### src/rtl/cpu_selftest_ctrl.sv
// Self-test sequencer: loads a buffered program into the core's imem, runs the core
// for a bounded time, then checks register-file contents against an expected table.
module cpu_selftest_ctrl #(
    parameter int XLEN       = 32,
    parameter int PROG_DEPTH = 16,
    parameter int CHK_DEPTH  = 8,
    parameter int RUN_CYCLES = 40,
    parameter int PAW        = $clog2(PROG_DEPTH),
    parameter int CAW        = $clog2(CHK_DEPTH)
) (
    input  logic            clk,
    input  logic            rst_n,
    input  logic            start,
    input  logic            cfg_prog_we,
    input  logic [PAW-1:0]  cfg_prog_addr,
    input  logic [31:0]     cfg_prog_data,
    input  logic [PAW:0]    cfg_prog_len,
    input  logic            cfg_chk_we,
    input  logic [CAW-1:0]  cfg_chk_addr,
    input  logic [4:0]      cfg_chk_reg,
    input  logic [XLEN-1:0] cfg_chk_val,
    input  logic [CAW:0]    cfg_chk_cnt,
    input  logic            core_halt,
    output logic            imem_we,
    output logic [PAW-1:0]  imem_addr,
    output logic [31:0]     imem_wdata,
    output logic            core_rst_n,
    output logic [4:0]      dbg_raddr,
    input  logic [XLEN-1:0] dbg_rdata,
    output logic            busy,
    output logic            done,
    output logic            pass,
    output logic [CAW:0]    mismatch_cnt,
    output logic [CAW-1:0]  fail_idx,
    output logic [XLEN-1:0] fail_val,
    output logic [15:0]     run_cycles
);

    typedef enum logic [2:0] {S_IDLE, S_LOAD, S_RUN, S_CHECK, S_DONE} state_t;

    localparam logic [PAW:0] LEN_MAX = (PAW+1)'(PROG_DEPTH);
    localparam logic [CAW:0] CNT_MAX = (CAW+1)'(CHK_DEPTH);

    state_t state, state_nx;

    logic [31:0]     prog_buf [PROG_DEPTH];
    logic [4:0]      chk_reg  [CHK_DEPTH];
    logic [XLEN-1:0] chk_val  [CHK_DEPTH];

    logic [PAW:0] prog_len, ld_idx, ld_nxt, len_clamp;
    logic [CAW:0] chk_cnt, ck_idx, ck_nxt, cnt_clamp;
    logic [31:0]  run_ctr, run_nxt;
    logic         start_ok, load_last, run_exit, chk_last, ck_miss;

    // Configuration storage: writable only while idle/done, never reset.
    always_ff @(posedge clk) begin
        if (cfg_prog_we && !busy)
            prog_buf[cfg_prog_addr] <= cfg_prog_data;
        if (cfg_chk_we && !busy) begin
            chk_reg[cfg_chk_addr] <= cfg_chk_reg;
            chk_val[cfg_chk_addr] <= cfg_chk_val;
        end
    end

    always_comb begin
        start_ok  = start && (state == S_IDLE || state == S_DONE);
        len_clamp = (cfg_prog_len > LEN_MAX) ? LEN_MAX : cfg_prog_len;
        cnt_clamp = (cfg_chk_cnt > CNT_MAX) ? CNT_MAX : cfg_chk_cnt;
        ld_nxt    = ld_idx + 1'b1;
        load_last = (ld_nxt >= prog_len);
        run_nxt   = run_ctr + 1'b1;
        run_exit  = core_halt || (run_nxt >= 32'(RUN_CYCLES));
        ck_nxt    = ck_idx + 1'b1;
        chk_last  = (ck_nxt >= chk_cnt);
        ck_miss   = (state == S_CHECK) && (ck_idx < chk_cnt) &&
                    (dbg_rdata != chk_val[ck_idx[CAW-1:0]]);
    end

    always_ff @(posedge clk or negedge rst_n) begin
        if (!rst_n) state <= S_IDLE;
        else        state <= state_nx;
    end

    always_comb begin
        state_nx = state;
        case (state)
            S_IDLE, S_DONE: if (start_ok)  state_nx = S_LOAD;
            S_LOAD:         if (load_last) state_nx = S_RUN;
            S_RUN:          if (run_exit)  state_nx = S_CHECK;
            S_CHECK:        if (chk_last)  state_nx = S_DONE;
            default:                       state_nx = S_IDLE;
        endcase
    end

    always_comb begin
        busy = (state == S_LOAD) || (state == S_RUN) || (state == S_CHECK);
        done = (state == S_DONE);
        pass = done && (mismatch_cnt == '0);
    end

    always_ff @(posedge clk or negedge rst_n) begin
        if (!rst_n) begin
            imem_we      <= 1'b0;
            imem_addr    <= '0;
            imem_wdata   <= '0;
            core_rst_n   <= 1'b0;
            dbg_raddr    <= '0;
            mismatch_cnt <= '0;
            fail_idx     <= '0;
            fail_val     <= '0;
            run_cycles   <= '0;
            prog_len     <= '0;
            chk_cnt      <= '0;
            ld_idx       <= '0;
            ck_idx       <= '0;
            run_ctr      <= '0;
        end else begin
            // The core only leaves reset for the cycles spent in RUN.
            core_rst_n <= (state_nx == S_RUN);
            case (state)
                S_IDLE, S_DONE: begin
                    if (start_ok) begin
                        prog_len     <= len_clamp;
                        chk_cnt      <= cnt_clamp;
                        ld_idx       <= '0;
                        run_ctr      <= '0;
                        run_cycles   <= '0;
                        mismatch_cnt <= '0;
                        fail_idx     <= '0;
                        fail_val     <= '0;
                        imem_we      <= (len_clamp != '0);
                        imem_addr    <= '0;
                        imem_wdata   <= prog_buf[0];
                    end
                end
                S_LOAD: begin
                    if (!load_last) begin
                        ld_idx     <= ld_nxt;
                        imem_we    <= 1'b1;
                        imem_addr  <= ld_nxt[PAW-1:0];
                        imem_wdata <= prog_buf[ld_nxt[PAW-1:0]];
                    end else begin
                        imem_we    <= 1'b0;
                    end
                end
                S_RUN: begin
                    run_ctr <= run_nxt;
                    if (run_cycles != 16'hFFFF)
                        run_cycles <= run_cycles + 1'b1;
                    if (run_exit) begin
                        ck_idx    <= '0;
                        dbg_raddr <= chk_reg[0];
                    end
                end
                S_CHECK: begin
                    if (ck_miss) begin
                        mismatch_cnt <= mismatch_cnt + 1'b1;
                        if (mismatch_cnt == '0) begin
                            fail_idx <= ck_idx[CAW-1:0];
                            fail_val <= dbg_rdata;
                        end
                    end
                    if (!chk_last) begin
                        ck_idx    <= ck_nxt;
                        dbg_raddr <= chk_reg[ck_nxt[CAW-1:0]];
                    end
                end
                default: ;
            endcase
        end
    end

endmodule

### config.mk
export PLATFORM = sky130hd
export DESIGN_NAME = cpu_selftest_ctrl
export DESIGN_NICKNAME = d
export VERILOG_FILES = /design/src/rtl/cpu_selftest_ctrl.sv
export SDC_FILE = /design/constraint.sdc
export NUM_CORES = 1
export LEC_CHECK = 0
export BUFFER_PORTS_ARGS = -buffer_cell sky130_fd_sc_hd__buf_2
export CAP_MARGIN = 20
export CELL_PAD_IN_SITES_DETAIL_PLACEMENT = 0
export CELL_PAD_IN_SITES_GLOBAL_PLACEMENT = 1
export CORE_MARGIN = 1
export CORE_UTILIZATION = 44
export DETAILED_ROUTE_END_ITERATION = 10
export PLACE_DENSITY = 0.77
export SLEW_MARGIN = 20
export SYNTH_ARGS = -nofsm -noshare
export SYNTH_HDL_FRONTEND = slang
export SYNTH_SLANG_ARGS = --single-unit
### constraint.sdc
create_clock -name clk -period 6.3 [get_ports clk]
set_input_delay 0.945 -clock clk [delete_from_list [all_inputs] [get_ports clk]]
set_output_delay 0.945 -clock clk [all_outputs]
set_load 0.02 [all_outputs]
Word-level counts from Yosys, hierarchy flattened --
Memories as Yosys holds them, arrays and structs flattened. Index checks and enable logic that the tools add are counted.
Operators by class: equal/unequal tests 14, add/subtract/negate cells 5, mux-type cells 43, order comparisons 6, reductions and logical operators 27
Operators by type and width (count):
- one-hot mux 32 bit (2 select lines) | 3
- 2-to-1 mux 32 bit | 5
- adder 32 x 1 -> 32 bit (second input constant) | 1
- greater-or-equal comparator 32 x 6 -> 1 bit (second input constant) | 1
- 2-to-1 mux 16 bit | 2
- inequality test 32 bit | 1
- one-hot mux 16 bit (2 select lines) | 1
- 2-to-1 mux 5 bit | 5
- 2-to-1 mux 4 bit | 6
- one-hot mux 4 bit (2 select lines) | 3
- 2-to-1 mux 3 bit | 7
- one-hot mux 5 bit (2 select lines) | 2
- adder 16 x 1 -> 16 bit (second input constant) | 1
- inequality test 16 bit (second input constant) | 1
- one-hot mux 3 bit (4 select lines) | 1
- AND reduction 3 bit | 4
- inequality test 2 bit (second input constant) | 5
- == test 3 x 2 -> 1 bit (second input constant) | 3
- adder 4 x 1 -> 4 bit (second input constant) | 2
- nonzero test 2 bit | 4
- logical AND 1 bit | 6
- 2-to-1 mux 1 bit | 6
- one-hot mux 3 bit (2 select lines) | 1
- AND reduction 2 bit | 3
- other kinds (17) | 21
Word-level totals: bits in registers 151, memory bits (writable) 808, logic and storage cells 113, memories 3, input bits 123
Memory list:
- prog_buf | words 16, bits a word 32, rd ports 2, clocked after Yosys merged registers in 0, wr ports 1, line 46 | logic [31:0] prog_buf [PROG_DEPTH];
- chk_val | words 8, bits a word 32, rd ports 1, clocked after Yosys merged registers in 0, wr ports 1, line 48 | logic [XLEN-1:0] chk_val [CHK_DEPTH];
- chk_reg | words 8, bits a word 5, rd ports 2, clocked after Yosys merged registers in 0, wr ports 1, line 47 | logic [4:0] chk_reg [CHK_DEPTH];

Depth between registers and ports, before layout --
depth in word-level cells 7, gate-level depth with buffers 14

Least setup slack after synthesis --
Ideal clock, no wire load.
path kind input port to flip-flop, start point input cfg_chk_addr[0], end point memory chk_reg[0][0], enable pin, path buffers 0, path slack 1.823 ns, data required time 5.822 ns, setup time 0.478 ns, data arrival time 4.000 ns, cell stages on the path 2, cell sequence or3b_2 -> nor3_1
RTL lines:
- from (decl) | line 19 | input logic [CAW-1:0] cfg_chk_addr,
- to (decl) | line 47
Straight into the memory's write port.

Worst setup path in the final report --
start point register ck_idx[1], end point register fail_val[23]
Between the ends: word-level cells in the longest chain between the ends 5
Ends and longest elaborated chain:
- from (decl) | line 51 | logic [CAW:0] chk_cnt, ck_idx, ck_nxt, cnt_clamp;
- from (signal assigned) | line 164 | ck_idx <= ck_nxt;
- memory read (8 x 32 bit) / < comparator 4 bit (equally long branches)
- inequality test 32 bit / logical AND 1 bit (equally long branches) | line 76, 75
- logical AND 1 bit (*) | line 75 | ck_miss = (state == S_CHECK) && (ck_idx < chk_cnt) &&
- inequality test 2 bit (no line) (*)
- AND reduction 4 bit (no line) (*)
- to (signal assigned) | line 160 | fail_val <= dbg_rdata;
- to (decl) | line 35 | output logic [XLEN-1:0] fail_val,
Every way passes the cells marked *; elsewhere a longest branch is shown, timed or not. A chain may end at the register's enable or synchronous reset.

==> run_results.csv <==
group,metric,value,unit
status,status,"finished, final reports clean",
grt,grt_usage,20.5,%
setup_path,critPathRequiredTime,6.87,ns
grt,grt_pass1_vias,21862,
setup_path,start_kind,"flip-flop",
cells_and_area,drive_above_1_share,26.0,%
placement,dp.cells,3534,
clock_network,postCtsSetupBuffers,0,
clock_network,cts_buffer_depth,3,
placement,placed_area,41100,sq um
setup_path,slowest_stage,"dfrtp_4",
grt,grt_pass1_wl,137000,um
clock_network,clock-root-buffer,"clkbuf_16",
yosys,syn_area,38500,sq um
yosys,ys_warn_count,0,
yosys,synth_ff_type,"edfxtp_1",
die,core-area,86600,sq um
cells_and_area,syn2layout_area_growth,15.3,%
sta,worstMarginPinSlew,1.02,ns
sta,fin_crit_sh,76.0,%
setup_path,path_class,"reg2reg",
pwr,p_leak,15.2,nW
sta,skew,0.0464,ns
setup_path,crit_fanout,49,
die,start_util,44.4,%
pwr,p_clk_share,30.5,%
clock_network,cts_tree,"done",
sta,setup_violations,0,
setup_path,arrival,5.36,ns
detailed_routing,routed-via-count,21498,
placement,hpwl,52600,um
pwr,power_density,423,nW/um^2
sta,max_freq,209,MHz
yosys,synth-async-reset-ratio,15.4,%
setup_path,cp_cell_sequence,"buf_4 > inv_1 > a2111oi_0 > nor4_1 > and4b_1 > nand4_1 > or4_1 > nand3_2 > a32o_1",
setup_path,r2r-start,"ck_idx[1]",
yosys,synth_cells,2235,
job,cap_viol_max_count,0,
setup_path,cp-end-kind,"flip-flop",
yosys,ys_types,63,
yosys,synth_nets,2377,
pwr,p_int,0.0128,W
placement,place.gp.congestion,0.833,
sta,worst_hold_slack,0.369,ns
setup_path,r2r_setup_slack,1.51,ns
cells_and_area,largest_reg_flops,512,
clock_network,clk_pin_slew,0.06,ns
clock_network,clkLatencyLatePin,0.68,ns
clock_network,cts_resized,0,
yosys,synth-seq-area-share,72.7,%
detailed_routing,viasPerCell,5.76,
setup_path,r2r-end,"fail_val[23]",
setup_path,slowest_delay,0.94,ns
placement,io_buffers,223,
detailed_routing,drt_iter0_drc,1965,
clock_network,clkSinkCount,955,
pwr,p_sw_share,32.0,%
detailed_routing,dr.pass1.iters,7,
sta,hold_violations,0,
detailed_routing,ant_nets,0,
cells_and_area,nets,2622,
die,io_pins,224,
die,dieArea,88600,sq um
clock_network,numCtsBuffers,99,
pwr,power_frac_comb,28.1,%
sta,min_period,4.79,ns
yosys,ys_ff_latch,955,
pwr,peakVddDrop,0.411,mV
sta,slew_violations,0,
cells_and_area,stdcell_area,44400,sq um
sta,tns,0,ns
hold_path,hold_path_class,"in2async",
cells_and_area,fin_cells,3730,
die,rows,108,
grt,grt_max_degree,92,
sta,rsz0062_at_grt,"no",
grt,antenna_found_initial,21,
detailed_routing,wl,90800,um
clock_network,htree_levels,3,
detailed_routing,drc,0,
die,dieWidth,298,um
sta,relSlewSlack,31.7,%
die,die_h,298,um
yosys,synth_edf_count,808,
setup_path,r2r_cells,9,
pwr,power.switching,0.00600,W
grt,overflow,0,
clock_network,hold_buffers,0,
detailed_routing,post_drt_wl_per_cell,24.4,um
pwr,total_power,0.0188,W
pwr,p_seq_share,41.4,%
yosys,synth.avg_cell_area,17.2,sq um
## placed cells by master, fill, tap and decap left out, types with 6 or more instances in the layout
cell / Yosys / routed
xnor2_1: 25 / 25
o31ai_1: 8 / 8
clkbuf_8: 0 / 14
o21ai_0: 138 / 138
a22oi_1: 14 / 14
a32o_1: 35 / 35
clkbuf_1: 76 / 32
clkbuf_16: 0 / 101
buf_2: 14 / 222
xor2_1: 15 / 14
or3_1: 9 / 9
o41ai_1: 6 / 6
a21o_1: 8 / 8
nand4_1: 21 / 21
edfxtp_1: 808 / 808
nor2_1: 134 / 113
mux2i_1: 57 / 57
diode_2: 0 / 9
mux4_2: 182 / 182
clkinv_1: 0 / 9
inv_1: 22 / 22
o211ai_1: 33 / 33
nor2_4: 0 / 18
nand3_1: 59 / 59
o22ai_1: 6 / 6
a31oi_1: 10 / 10
nand2_1: 165 / 164
and4_1: 8 / 8
buf_4: 9 / 47
nor2b_1: 10 / 10
and3_1: 18 / 18
a21oi_1: 28 / 26
nand2b_1: 12 / 12
ha_1: 19 / 18
nand3b_1: 9 / 9
nor3_1: 19 / 13
nor4_1: 12 / 12
dfrtp_1: 147 / 143
mux2_2: 17 / 17
clkinv_2: 0 / 12
## Yosys cell counts, drive strengths merged, types with 14 or more instances
library cell	number	area, sq um
dfrtp	147	3680
clkbuf	76	285
nor3	19	95.1
a32o	35	350
o21ai	138	691
xnor2	25	219
inv	24	90.1
a21oi	28	140
nand2	165	619
and3	19	124
buf	53	312
o211ai	33	248
mux4	182	4100
ha	19	238
nand4	21	131
xor2	15	131
nand3	60	305
nor2	134	503
mux2i	57	571
edfxtp	808	24300
mux2	17	191
a22oi	14	105
## logic make-up after synthesis
| family | after synthesis | synth area share [%] |
|---|---|---|
| adders and majority gates | 19 | 0.618 |
| DFF | 955 | 72.7 |
| and+or+nand+nor | 499 | 6.09 |
| AOI/OAI and AO/OA | 313 | 5.29 |
| xor gates and xnor gates | 40 | 0.911 |
| muxes | 256 | 12.6 |
| buffers and inverters | 153 | 1.79 |
## metrics by stage
step	setup slack, ns	util, %
2_1_floorplan	1.82	-
4_1_cts	1.56	51.2
5_1_grt	1.20	51.2
3_5_place_dp	1.60	47.4
3_3_place_gp	1.75	47.4
6_report	1.51	51.2
## metal layers
metal | GRT usage [%] | vias up | wire, um
met2 | 33.5 | 774 | 44800
met5 | 0 | - | 71
li1 | - | 9371 | -
met1 | 27.9 | 11188 | 37500
met3 | 3.91 | 155 | 6540
met4 | 6.43 | 10 | 1920
## area by class of cell
| class | count | area, sq um |
|---|---|---|
| antenna | 9 | 22.5 |
| clock buffer | 147 | 2840 |
| clock inverter | 40 | 417 |
| fill | 6988 | 42300 |
| inverter | 24 | 90.1 |
| multi-input combinational | 1127 | 10100 |
| sequential | 955 | 28000 |
| tap | 1155 | 1450 |
| timing repair buffer | 273 | 1510 |
## worst max path at each step
| stage | startpoint | endpoint | slack [ns] | depth (start not counted) |
|---|---|---|---|---|
| 2_1_floorplan | cfg_chk_addr[0] | chk_reg[0][0] | 1.82 | 2 |
| 3_3_place_gp | ck_idx[1] | fail_val[10] | 1.75 | 9 |
| 3_5_place_dp | ck_idx[1] | fail_val[23] | 1.60 | 9 |
| 4_1_cts | ck_idx[1] | fail_val[23] | 1.56 | 9 |
| 5_1_grt | ck_idx[1] | fail_val[23] | 1.20 | 9 |
| 6_report | ck_idx[1] | fail_val[23] | 1.51 | 9 |
## worst max-delay path: cells and delay by family (launching register included)
kind / cells / cell delay, ns
buf+inv: 2 / 0.87
flops: 1 / 0.94
simple gates: 5 / 1.86
compound gates: 2 / 0.90
## power groups by stage
stage,clock [W],sequential [W],combinational [W]
after global routing,0.00607,0.00783,0.00574
after detailed placement,0,0.00789,0.00532
after floorplan,0,0.00786,0.00368
final,0.00572,0.00776,0.00528
after CTS,0.00582,0.00777,0.00534
after global placement,0,0.00787,0.00522
No activity file was read; power rests on OpenSTA's default activity.
